## src/rtl/colour_rom_arbiter.sv

```systemverilog
// Two-requester arbiter for a single-port colour ROM with a 1-cycle synchronous read.
// Define COLOUR_ARB_FIXED_PRIO_EN to make requester 0 always win a conflict (default: round-robin).
module colour_rom_arbiter #(
  parameter int ADDR_W = 3,
  parameter int DATA_W = 24
) (
  input  logic              clk,
  input  logic              rst,
  input  logic              req0,
  input  logic [ADDR_W-1:0] addr0,
  output logic              gnt0,
  output logic              rvalid0,
  input  logic              req1,
  input  logic [ADDR_W-1:0] addr1,
  output logic              gnt1,
  output logic              rvalid1,
  output logic              rom_en,
  output logic [ADDR_W-1:0] rom_addr,
  input  logic [DATA_W-1:0] rom_data,
  output logic [DATA_W-1:0] rdata
);

  logic              w_gnt0;
  logic              w_gnt1;
  logic              w_en;
  logic [ADDR_W-1:0] w_addr;

  logic              r_pend_vld_p1;
  logic              r_pend_id_p1;
  logic              r_rvalid0_p2;
  logic              r_rvalid1_p2;
  logic [DATA_W-1:0] r_rdata_p2;

`ifdef COLOUR_ARB_FIXED_PRIO_EN
  always_comb begin
    w_gnt0 = 1'b0;
    w_gnt1 = 1'b0;
    if (!rst) begin
      w_gnt0 = req0;
      w_gnt1 = req1 & ~req0;
    end
  end
`else
  // r_prio names the requester that wins the next conflict
  logic r_prio;

  always_comb begin
    w_gnt0 = 1'b0;
    w_gnt1 = 1'b0;
    if (!rst) begin
      if (req0 && req1) begin
        w_gnt0 = ~r_prio;
        w_gnt1 = r_prio;
      end else begin
        w_gnt0 = req0;
        w_gnt1 = req1;
      end
    end
  end

  always_ff @(posedge clk) begin
    if (rst) begin
      r_prio <= 1'b0;
    end else if (w_gnt0) begin
      r_prio <= 1'b1;
    end else if (w_gnt1) begin
      r_prio <= 1'b0;
    end
  end
`endif

  always_comb begin
    w_en   = w_gnt0 | w_gnt1;
    w_addr = '0;
    if (w_gnt1) begin
      w_addr = addr1;
    end else if (w_gnt0) begin
      w_addr = addr0;
    end
  end

  // Stage 1: remember which requester owns the ROM read in flight
  always_ff @(posedge clk) begin
    if (rst) begin
      r_pend_vld_p1 <= 1'b0;
      r_pend_id_p1  <= 1'b0;
    end else begin
      r_pend_vld_p1 <= w_en;
      r_pend_id_p1  <= w_gnt1;
    end
  end

  // Stage 2: capture ROM data and steer the valid to its owner
  always_ff @(posedge clk) begin
    if (rst) begin
      r_rvalid0_p2 <= 1'b0;
      r_rvalid1_p2 <= 1'b0;
      r_rdata_p2   <= '0;
    end else begin
      r_rvalid0_p2 <= r_pend_vld_p1 & ~r_pend_id_p1;
      r_rvalid1_p2 <= r_pend_vld_p1 & r_pend_id_p1;
      if (r_pend_vld_p1) begin
        r_rdata_p2 <= rom_data;
      end
    end
  end

  assign gnt0     = w_gnt0;
  assign gnt1     = w_gnt1;
  assign rom_en   = w_en;
  assign rom_addr = w_addr;
  assign rvalid0  = r_rvalid0_p2;
  assign rvalid1  = r_rvalid1_p2;
  assign rdata    = r_rdata_p2;

endmodule

```

## config.mk

```make
export PLATFORM = sky130hd
export DESIGN_NAME = colour_rom_arbiter
export DESIGN_NICKNAME = d
export VERILOG_FILES = /design/src/rtl/colour_rom_arbiter.sv
export SDC_FILE = /design/constraint.sdc
export NUM_CORES = 1
export LEC_CHECK = 0
export CAP_MARGIN = 10
export CORE_MARGIN = 2
export CORE_UTILIZATION = 60
export CTS_BUF_LIST = sky130_fd_sc_hd__clkbuf_8
export DETAILED_ROUTE_END_ITERATION = 16
export DONT_BUFFER_PORTS = 1
export PLACE_DENSITY = 0.81
export SLEW_MARGIN = 20
export SYNTH_ARGS = -nofsm -noshare
export SYNTH_HDL_FRONTEND = slang
export SYNTH_SLANG_ARGS = --single-unit
```

## constraint.sdc

```tcl
create_clock -name clk -period 2.1 [get_ports clk]
set_input_delay 0.42 -clock clk [delete_from_list [all_inputs] [get_ports clk]]
set_output_delay 0.42 -clock clk [all_outputs]
set_load 0.01 [all_outputs]
```

==> metrics.yaml, run 1 <==
sta:
  transition_time_at_the_pin_with_the_least_slew_margin_ns: 0.489
  setup_violations: 0
  slew_headroom: 0.673
  layout_worst_path_cycle_share: 0.776
  clock_skew_ns: 0.00136
  tns_ns: 0
  rsz_0062_raised_after_global_routing: "no"
  final_max_slew_viol_count: 0
  fmax_ghz: 0.614
  timing_hold_violations_final: 0
  min_period_ns: 1.63
pwr:
  clkPwrFrac: 0.375
  power.share.switching: 0.221
  power-per-cell-area_nw_per_um2: 954
  power.switching_mw: 0.250
  cell_internal_pwr_mw: 0.885
  power.sequential.fraction: 0.547
  irDropWorstVdd_uv: 686
  share_comb_of_total_power: 0.078
  leakage_nw: 0.507
route:
  ant_nets: 0
  detailed_routing_iteration_count_for_the_pre_antenna_repair_pass: 4
  route.detailed.wl_per_inst_um: 14.1
  routed_wirelength_um: 1860
  initialDrtViolationCount: 13
  drc: 0
  vias_per_cell: 5.63
  dr_total_vias: 743
floorplanning:
  rows: 15
  floorplan.die_area_um2: 2240
  core_um2: 1750
  die_w_um: 47.4
  floorplan.initialDensity: 0.647
  ioPinCount: 66
  die_height_um: 47.4
clock_network:
  path_clk_slew_ns: 0.05
  htree_levels: 2
  cts_repair_resize_count: 0
  clock_insertion_delay_worst_skew_ns: 0.26
  maximum_count_of_clock_buffers_along_a_single_path: 2
  post_cts_buffers: 0
  cts.sinks: 29
  cts_tree: "done"
  cts_hold_buffers: 0
  cts-buffers-inserted: 5
  cts-root-buf: "sky130_fd_sc_hd__clkbuf_8"
final_layout:
  net_count_final: 141
  layout-area-overhead-vs-synth_pct: 5.43
  most-common-layout-cells: "29 x sky130_fd_sc_hd__dfxtp_1, 28 x sky130_fd_sc_hd__nor2_1, 24 x sky130_fd_sc_hd__mux2i_1"
  antenna-diode-count: 0
  mostFrequentLayoutCell: "sky130_fd_sc_hd__dfxtp_1"
  finalNonFillerCells: 132
  layout_cells_sized_above_1: 0.0841
setup_path:
  kind_of_end_point_of_the_critical_path: "primary output"
  crit_fanout: 6
  crit_path_start_kind: "register"
  worstPathRequired_ns: 1.68
  crit_type: "register to primary output"
  crit_arrival_ns: 1.21
synth:
  dominantRegCellSynth: "sky130_fd_sc_hd__dfxtp_1"
  post_synthesis_async_set_or_reset_flop_share: 0
  postSynthNetCount: 140
  synth.lib_cells_used.distinct: 16
  synthesized_instance_count: 106
  synth-edff-count: 0
  syn-cell-area_um2: 1130
  synth.yosys.warnings: 0
  part_of_the_yosys_area_used_for_sequential_elements: 0.514
  syn_area_per_cell_um2: 10.6
  synth.ff_latch_count: 29
run:
  number_of_max_cap_violations: 0
global_route:
  first_global_vias: 594
  pin_count_of_the_biggest_net_entering_global_routing: 39
  grt_overflow_total: 0
  grt.total_usage: 0.166
  antenna_violations_before_repair: 0
  first_pass_grt_wire_length_um: 2420
worst_hold_path:
  holdCritPathClass: "input pin to register"
placed_design:
  dp_hpwl_um: 1370
  post-place-cells: 125
  rd_place_congestion: 0.677
  port_buffers: 0
status:
  run_status: "finished, final reports clean"
-- Yosys cell counts, drive strengths merged, types with 2 or more instances --
| cell | instances | area (um^2) |
|---|---|---|
| o32ai | 3 | 26.3 |
| nor2b | 2 | 12.5 |
| nor3 | 2 | 10.0 |
| nand2b | 6 | 37.5 |
| nor2 | 28 | 105 |
| dfxtp | 29 | 581 |
| buf | 6 | 72.6 |
| mux2i | 24 | 240 |
-- final timing paths --
| path | from | to | cells past startpoint | slack (ns) |
|---|---|---|---|---|
| setup reg to reg | r_pend_vld_p1$_SDFF_PP0_ | rdata[0]$_SDFFE_PP0P_ | 3 | 0.90 |
| setup / recovery | r_prio$_SDFFE_PP0P_ | rom_addr[2] | 2 | 0.47 |
| hold / removal | rst | rdata[13]$_SDFFE_PP0P_ | 1 | 0.23 |
| hold reg to reg | r_pend_id_p1$_SDFF_PP0_ | rvalid0$_SDFF_PP0_ | 1 | 0.41 |
-- critical path: stages (launching register included) --
cell and delay [ns]:
sky130_fd_sc_hd__dfxtp_1 0.34, sky130_fd_sc_hd__nor2b_1 0.11, sky130_fd_sc_hd__o32ai_1 0.49
-- power by group through the flow --
| stage | sequential, mW | combinational (mW) | clock (mW) |
|---|---|---|---|
| after floorplan | 0.624 | 0.100 | 0 |
| after global placement | 0.632 | 0.0842 | 0 |
| after detailed placement | 0.633 | 0.0898 | 0 |
| after CTS | 0.621 | 0.0900 | 0.438 |
| after global routing | 0.625 | 0.0977 | 0.470 |
| final | 0.621 | 0.0887 | 0.425 |
-- cells by family (layout without fill, tap and decap cells) --
logic type / after synthesis / after routing / synth area share
and+or+nand+nor: 40 / 40 / 0.161
DFF: 29 / 29 / 0.514
muxes: 24 / 24 / 0.213
buffers and inverters: 8 / 9 / 0.0709
AOI/OAI and AO/OA: 5 / 5 / 0.0410
-- area by class of cell --
cell class	instances	area (um^2)
Clock buffer	6	82.6
Clock inverter	1	3.75
Fill cell	138	556
Inverter	1	3.75
Multi-Input combinational cell	69	468
Sequential cell	29	581
Tap cell	25	31.3
Timing Repair Buffer	1	20.0
-- sequential cells by signal, indices dropped and copies added, names as in the netlist --
signal	cells
r_pend_vld_p1	1
rvalid1	1
r_prio	1
rvalid0	1
rdata	24
r_pend_id_p1	1
-- routing by layer --
| layer | track usage | share of wire | vias up |
|---|---|---|---|
| met5 | 0 | 0 | - |
| met4 | 0.100 | 0.0054 | 0 |
| met3 | 0.0808 | 0.090 | 2 |
| met2 | 0.281 | 0.52 | 42 |
| met1 | 0.162 | 0.38 | 348 |
| li1 | - | - | 351 |
-- stage by stage --
step	hold WS, ns	util	cell area, um^2	setup WS, ns	power (mW)
floorplan	0.388	-	1130	0.668	0.724
global placement	0.395	0.632	1100	0.658	0.716
finish	0.225	0.682	1190	0.471	1.13
CTS	0.214	0.682	1190	0.467	1.15
detailed placement	0.408	0.632	1100	0.602	0.722
global route	0.201	0.682	1190	0.404	1.19
Note: power is estimated with default switching activity, not from simulation.
==> run 2, diff against run 1 <==
- clock period: 2.1 -> 1.5 ns (I/O delays scaled with it)
==> run 2 against run 1 <==
  * Sequential share of layout area rose by 0.47 points
  * Cell count up 1.5%
  * Critical path depth unchanged
  * Clock skew rose by 0.0030 ns
  * Largest cell class unchanged
  * Highest routed layer unchanged
==> metrics.yaml, run 2 (synthesis results as in run 1) <==
status:
  run_status: "finished, final reports clean"  # unchanged
placed_design:
  detailedPlace.worstSlack_ns: 0.253  # was 0.602 ns
  rd_place_congestion: 0.684  # was 0.677
  dp_hpwl_um: 1370  # about the same
  port_buffers: 0  # unchanged
  post-place-cells: 126  # was 125
setup_path:
  crit_family: "compound AO/OA/AOI/OAI gates"  # unchanged
  timing.critical_path.buf_inv: 0  # unchanged
  crit_arrival_ns: 1.19  # was 1.21 ns
  timing.critical_path.from: "r_prio$_SDFFE_PP0P_"  # unchanged
  critical_path.reg2reg.startpoint: "r_pend_vld_p1$_SDFF_PP0_"  # unchanged
  crit_fanout: 6  # unchanged
  crit_type: "register to primary output"  # unchanged
  crit_path_start_kind: "register"  # unchanged
  critical-path-slowest-cell: "sky130_fd_sc_hd__o32ai_1"  # unchanged
  cp_cell_sequence: "nor2b_1 > o32ai_1"  # unchanged
  worstPathRequired_ns: 1.20  # was 1.68 ns
  worst_path_largest_cell_delay_ns: 0.48  # was 0.49 ns
  kind_of_end_point_of_the_critical_path: "primary output"  # unchanged
clock_network:
  path_clk_slew_ns: 0.06  # was 0.05 ns
  cts-buffers-inserted: 5  # unchanged
  cts-root-buf: "sky130_fd_sc_hd__clkbuf_8"  # unchanged
  cts_repair_resize_count: 0  # unchanged
  cts.sinks: 29  # unchanged
  htree_levels: 2  # unchanged
  clock_insertion_delay_worst_skew_ns: 0.26  # about the same
  cts_tree: "done"  # unchanged
  maximum_count_of_clock_buffers_along_a_single_path: 2  # unchanged
final_layout:
  most-common-layout-cells: "29 x sky130_fd_sc_hd__dfxtp_1, 28 x sky130_fd_sc_hd__nor2_1, 24 x sky130_fd_sc_hd__mux2i_1"  # unchanged
  largest_register_ffs: 24  # unchanged
  final_core_util: 0.675  # was 0.682
  net_count_final: 142  # was 141
  layout-area-overhead-vs-synth_pct: 4.43  # was 5.43%
  finalNonFillerCells: 134  # was 132
  mostFrequentLayoutCell: "sky130_fd_sc_hd__dfxtp_1"  # unchanged
  antenna-diode-count: 0  # unchanged
  layout_cells_sized_above_1: 0.0826  # was 0.0841
sta:
  layout_worst_path_cycle_share: 0.990
  slew_headroom: 0.681  # was 0.673
  final_max_slew_viol_count: 0  # unchanged
  min_period_ns: 1.49
  rsz_0062_raised_after_global_routing: "yes"  # was no
  setup_violations: 0  # unchanged
  final_critical_path_setup_slack_ns: 0.0146  # was 0.471 ns
  clock_skew_ns: 0.00437  # was 0.00136 ns
  fmax_ghz: 0.673
  transition_time_at_the_pin_with_the_least_slew_margin_ns: 0.477  # was 0.489 ns
  hold-worst-slack_ns: 0.104  # was 0.225 ns
  timing_hold_violations_final: 0  # unchanged
worst_hold_path:
  hold_crit_start: "rst"  # unchanged
  holdCritPathClass: "input pin to register"  # unchanged
global_route:
  grt.total_usage: 0.182  # was 0.166
  antenna_violations_before_repair: 0  # unchanged
  first_global_vias: 642  # was 594
  grt_overflow_total: 0  # unchanged
  first_pass_grt_wire_length_um: 2680  # was 2420 um
  pin_count_of_the_biggest_net_entering_global_routing: 39  # unchanged
route:
  dr_total_vias: 735  # was 743
  initialDrtViolationCount: 14  # was 13
  detailed_routing_iteration_count_for_the_pre_antenna_repair_pass: 4  # unchanged
  route.detailed.wl_per_inst_um: 14.2  # was 14.1 um
  routed_wirelength_um: 1910  # was 1860 um
  vias_per_cell: 5.49  # was 5.63
  ant_nets: 0  # unchanged
  drc: 0  # unchanged
pwr:
  tot_pwr_mw: 1.55  # was 1.13 mW
  irDropWorstVdd_uv: 693  # was 686 uV
  leakage_nw: 0.511  # was 0.507 nW
  power-per-cell-area_nw_per_um2: 1310  # was 954 nW/um^2
floorplanning:
  floorplan.initialDensity: 0.647  # unchanged
  die_height_um: 47.4  # unchanged
  floorplan.die_area_um2: 2240  # unchanged
  core_um2: 1750  # unchanged
  ioPinCount: 66  # unchanged
  rows: 15  # unchanged
  die_w_um: 47.4  # unchanged
run:
  number_of_max_cap_violations: 0  # unchanged
run 2: changes by cell type in the layout (fill, tap and decap cells not counted):
| cell | previous run | this run |
|---|---|---|
| sky130_fd_sc_hd__buf_12 | 1 | 0 |
| sky130_fd_sc_hd__inv_1 | 2 | 4 |
| sky130_fd_sc_hd__buf_4 | 0 | 2 |
| sky130_fd_sc_hd__clkbuf_8 | 6 | 5 |
run 2: routing by layer:
layer	GRT usage	up-vias	part of all wire
met3	0.0885	2	0.089
met5	0	-	0
met1	0.176	334	0.40
li1	-	356	-
met2	0.314	43	0.51
met4	0.100	0	0.0052
run 2: per-stage QoR:
| step | TNS, ns | cell area (um^2) |
|---|---|---|
| 3_5_place_dp | 0 | 1100 |
| 3_3_place_gp | 0 | 1100 |
| 2_1_floorplan | 0 | 1130 |
| 6_report | 0 | 1180 |
| 4_1_cts | 0 | 1180 |
| 5_1_grt | -0.0921 | 1180 |
run 2: layout make-up:
cell class | count | area [um^2]
clock buffers | 5 | 68.8
clock inverters | 3 | 11.3
fillers | 149 | 567
inverters | 1 | 3.75
multi-input cells | 69 | 468
flip-flops and latches | 29 | 581
well taps | 25 | 31.3
repair buffers | 2 | 15.0
run 2: path summary, 6_finish.rpt:
path | cells past startpoint | slack (ns) | to
setup / recovery | 2 | 0.01 | rom_addr[2]
setup reg to reg | 3 | 0.41 | rdata[7]$_SDFFE_PP0P_
hold reg to reg | 1 | 0.42 | rvalid0$_SDFF_PP0_
hold / removal | 1 | 0.10 | rdata[2]$_SDFFE_PP0P_
run 2: worst reg2reg max path, cell delays in order, from the launching register on:
cell	delay (ns)
sky130_fd_sc_hd__dfxtp_1	0.32
sky130_fd_sc_hd__buf_4	0.31
sky130_fd_sc_hd__mux2i_1	0.27
sky130_fd_sc_hd__nor2_1	0.07
run 2: power breakdown:
part / internal [mW] / switching [mW] / leakage (nW)
Combinational: 0.0634 / 0.0631 / 0.220
Sequential: 0.817 / 0.0464 / 0.239
Clock: 0.307 / 0.250 / 0.0519
run 2: timing repair:
action,4_1_cts,5_1_grt
setup buffers,0,0
setup endpoints to repair,0,3
hold buffers,0,0
==> run 3, diff against run 2 <==
- CELL_PAD_IN_SITES_DETAIL_PLACEMENT: not set -> 1
- CELL_PAD_IN_SITES_GLOBAL_PLACEMENT: not set -> 2
- CORE_UTILIZATION: 60 -> 36
- PLACE_DENSITY: 0.81 -> 0.84
==> run 3 against run 2 <==
  * Clock power increased by 7.5%
  * Combinational power increased by 6%
  * Largest power group unchanged
  * Core utilization decreased by 27 points
  * Critical path type unchanged
  * Setup slack improved by 0.11 ns
  * Highest routed layer unchanged
==> metrics.yaml, run 3 (synthesis results as in run 1) <==
status:
  run_status: "finished, final reports clean"  # unchanged
clock_network:
  cts_hold_buffers: 0  # unchanged
  cts.sinks: 29  # unchanged
  htree_levels: 2  # unchanged
  cts-root-buf: "sky130_fd_sc_hd__clkbuf_8"  # unchanged
  clock_insertion_delay_worst_skew_ns: 0.26  # about the same
  cts-buffers-inserted: 5  # unchanged
  post_cts_buffers: 0  # unchanged
  maximum_count_of_clock_buffers_along_a_single_path: 2  # unchanged
  cts_tree: "done"  # unchanged
  path_clk_slew_ns: 0.06  # about the same
sta:
  transition_time_at_the_pin_with_the_least_slew_margin_ns: 0.368  # was 0.477 ns
  slew_headroom: 0.753  # was 0.681
  setup_violations: 0  # unchanged
  final_max_slew_viol_count: 0  # unchanged
  min_period_ns: 1.38  # was 1.49 ns
  rsz_0062_raised_after_global_routing: "no"  # was yes
  timing_hold_violations_final: 0  # unchanged
  clock_skew_ns: 0.00210  # was 0.00437 ns
  layout_worst_path_cycle_share: 0.918  # was 0.990
  fmax_ghz: 0.726  # was 0.673 GHz
final_layout:
  final_core_util: 0.407  # was 0.675
  largest_register_ffs: 24  # unchanged
  mostFrequentLayoutCell: "sky130_fd_sc_hd__dfxtp_1"  # unchanged
  finish.instance_area_um2: 1230  # was 1180 um^2
  net_count_final: 142  # unchanged
  most-common-layout-cells: "29 x sky130_fd_sc_hd__dfxtp_1, 28 x sky130_fd_sc_hd__nor2_1, 24 x sky130_fd_sc_hd__mux2i_1"  # unchanged
  layout_cells_sized_above_1: 0.130  # was 0.0826
  antenna-diode-count: 0  # unchanged
  layout-area-overhead-vs-synth_pct: 9.31  # was 4.43%
global_route:
  pin_count_of_the_biggest_net_entering_global_routing: 39  # unchanged
  first_global_vias: 768  # was 642
  grt_overflow_total: 0  # unchanged
  grt.total_usage: 0.131  # was 0.182
  antenna_violations_before_repair: 0  # unchanged
  first_pass_grt_wire_length_um: 3280  # was 2680 um
route:
  vias_per_cell: 4.91  # was 5.49
  route.detailed.wl_per_inst_um: 14.0  # was 14.2 um
  drc: 0  # unchanged
  initialDrtViolationCount: 18  # was 14
  ant_nets: 0  # unchanged
  detailed_routing_iteration_count_for_the_pre_antenna_repair_pass: 2  # was 4
  routed_wirelength_um: 2130  # was 1910 um
  dr_total_vias: 746  # was 735
placed_design:
  placement.cell_area_um2: 1120  # was 1100 um^2
  port_buffers: 0  # unchanged
  dp_hpwl_um: 1620  # was 1370 um
  rd_place_congestion: 0.630  # was 0.684
pwr:
  power-per-cell-area_nw_per_um2: 1300  # was 1310 nW/um^2
  clkPwrFrac: 0.375  # was 0.360
  power.share.switching: 0.224  # was 0.232
  share_comb_of_total_power: 0.083  # was 0.082
  power.switching_mw: 0.358  # was 0.359 mW
  power.sequential.fraction: 0.542  # was 0.558
  leakage_nw: 0.514  # was 0.511 nW
  cell_internal_pwr_mw: 1.24  # was 1.19 mW
  irDropWorstVdd_uv: 400  # was 693 uV
worst_hold_path:
  timing.hold.worst_path_depth: 1  # unchanged
  holdCritPathClass: "input pin to register"  # unchanged
setup_path:
  worstPathRequired_ns: 1.20  # about the same
  crit_fanout: 6  # unchanged
  worstRegToRegCells: 3  # unchanged
  crit_path_start_kind: "register"  # unchanged
  crit_arrival_ns: 1.08  # was 1.19 ns
  worst-r2r-setup-slack_ns: 0.49  # was 0.41 ns
  kind_of_end_point_of_the_critical_path: "primary output"  # unchanged
  crit_type: "register to primary output"  # unchanged
floorplanning:
  die_w_um: 60.0  # was 47.4 um
  floorplan.die_area_um2: 3600  # was 2240 um^2
  die_height_um: 60.0  # was 47.4 um
  core_um2: 3030  # was 1750 um^2
  ioPinCount: 66  # unchanged
  floorplan.initialDensity: 0.373  # was 0.647
  rows: 20  # was 15
run:
  number_of_max_cap_violations: 0  # unchanged
==> run 3: changes by cell type in the layout (fill, tap and decap cells not counted), sizes merged <==
cell,change
clkbuf,+1
inv,-2
==> run 3: final cells by class <==
type                    count  area (um^2)
clock buffers               6         82.6
clock inverters             1         3.75
fillers                   350         1790
inverters                   1         3.75
multi-input cells          69          493
flip-flops and latches     29          581
well taps                  44         55.1
repair buffers              2         15.0
==> run 3: path summary, 6_finish.rpt <==
| kind | startpoint | to |
|---|---|---|
| worst max-delay path | r_prio$_SDFFE_PP0P_ | rom_addr[0] |
| worst min-delay path | rst | rdata[5]$_SDFFE_PP0P_ |
| worst max register to register | r_pend_vld_p1$_SDFF_PP0_ | rdata[18]$_SDFFE_PP0P_ |
| worst min register to register | r_pend_id_p1$_SDFF_PP0_ | rvalid0$_SDFF_PP0_ |
==> run 3: layer usage <==
metal	track usage	share of wire	wire length, um
met1	0.113	0.35	751
met2	0.244	0.54	1150
met3	0.0584	0.095	203
met4	0.0762	0.010	22
met5	0	0	0
==> run 3: per-stage QoR <==
step / TNS (ns) / std cells / hold slack [ns] / total power [mW] / worst slack, ns
final: 0 / 152 / 0.103 / 1.60 / 0.123
after global routing: 0 / 152 / 0.0809 / 1.70 / 0.0375
after CTS: -0.00187 / 152 / 0.0894 / 1.63 / -0.00187
after detailed placement: 0 / 145 / 0.378 / 1.01 / 0.252
after global placement: 0 / 145 / 0.376 / 1.00 / 0.294
after floorplan: 0 / 106 / 0.388 / 1.01 / 0.308
==> run 3: power by group through the flow <==
| stage | sequential [mW] | combinational [mW] | clock, mW |
|---|---|---|---|
| floorplan | 0.873 | 0.140 | 0 |
| global placement | 0.880 | 0.123 | 0 |
| detailed placement | 0.883 | 0.129 | 0 |
| CTS | 0.866 | 0.131 | 0.630 |
| global route | 0.870 | 0.150 | 0.675 |
| finish | 0.865 | 0.133 | 0.599 |
==> run 3: timing repair <==
action | CTS | global route
gates resized for setup | 1 | 3
setup endpoints to repair | 1 | 4
pin swaps | 0 | 0
==> run 3: worst max-delay path: stages, from the launching register on <==
cell and delay [ns]:
sky130_fd_sc_hd__dfxtp_1 0.37, sky130_fd_sc_hd__nor2b_2 0.10, sky130_fd_sc_hd__o32ai_2 0.35
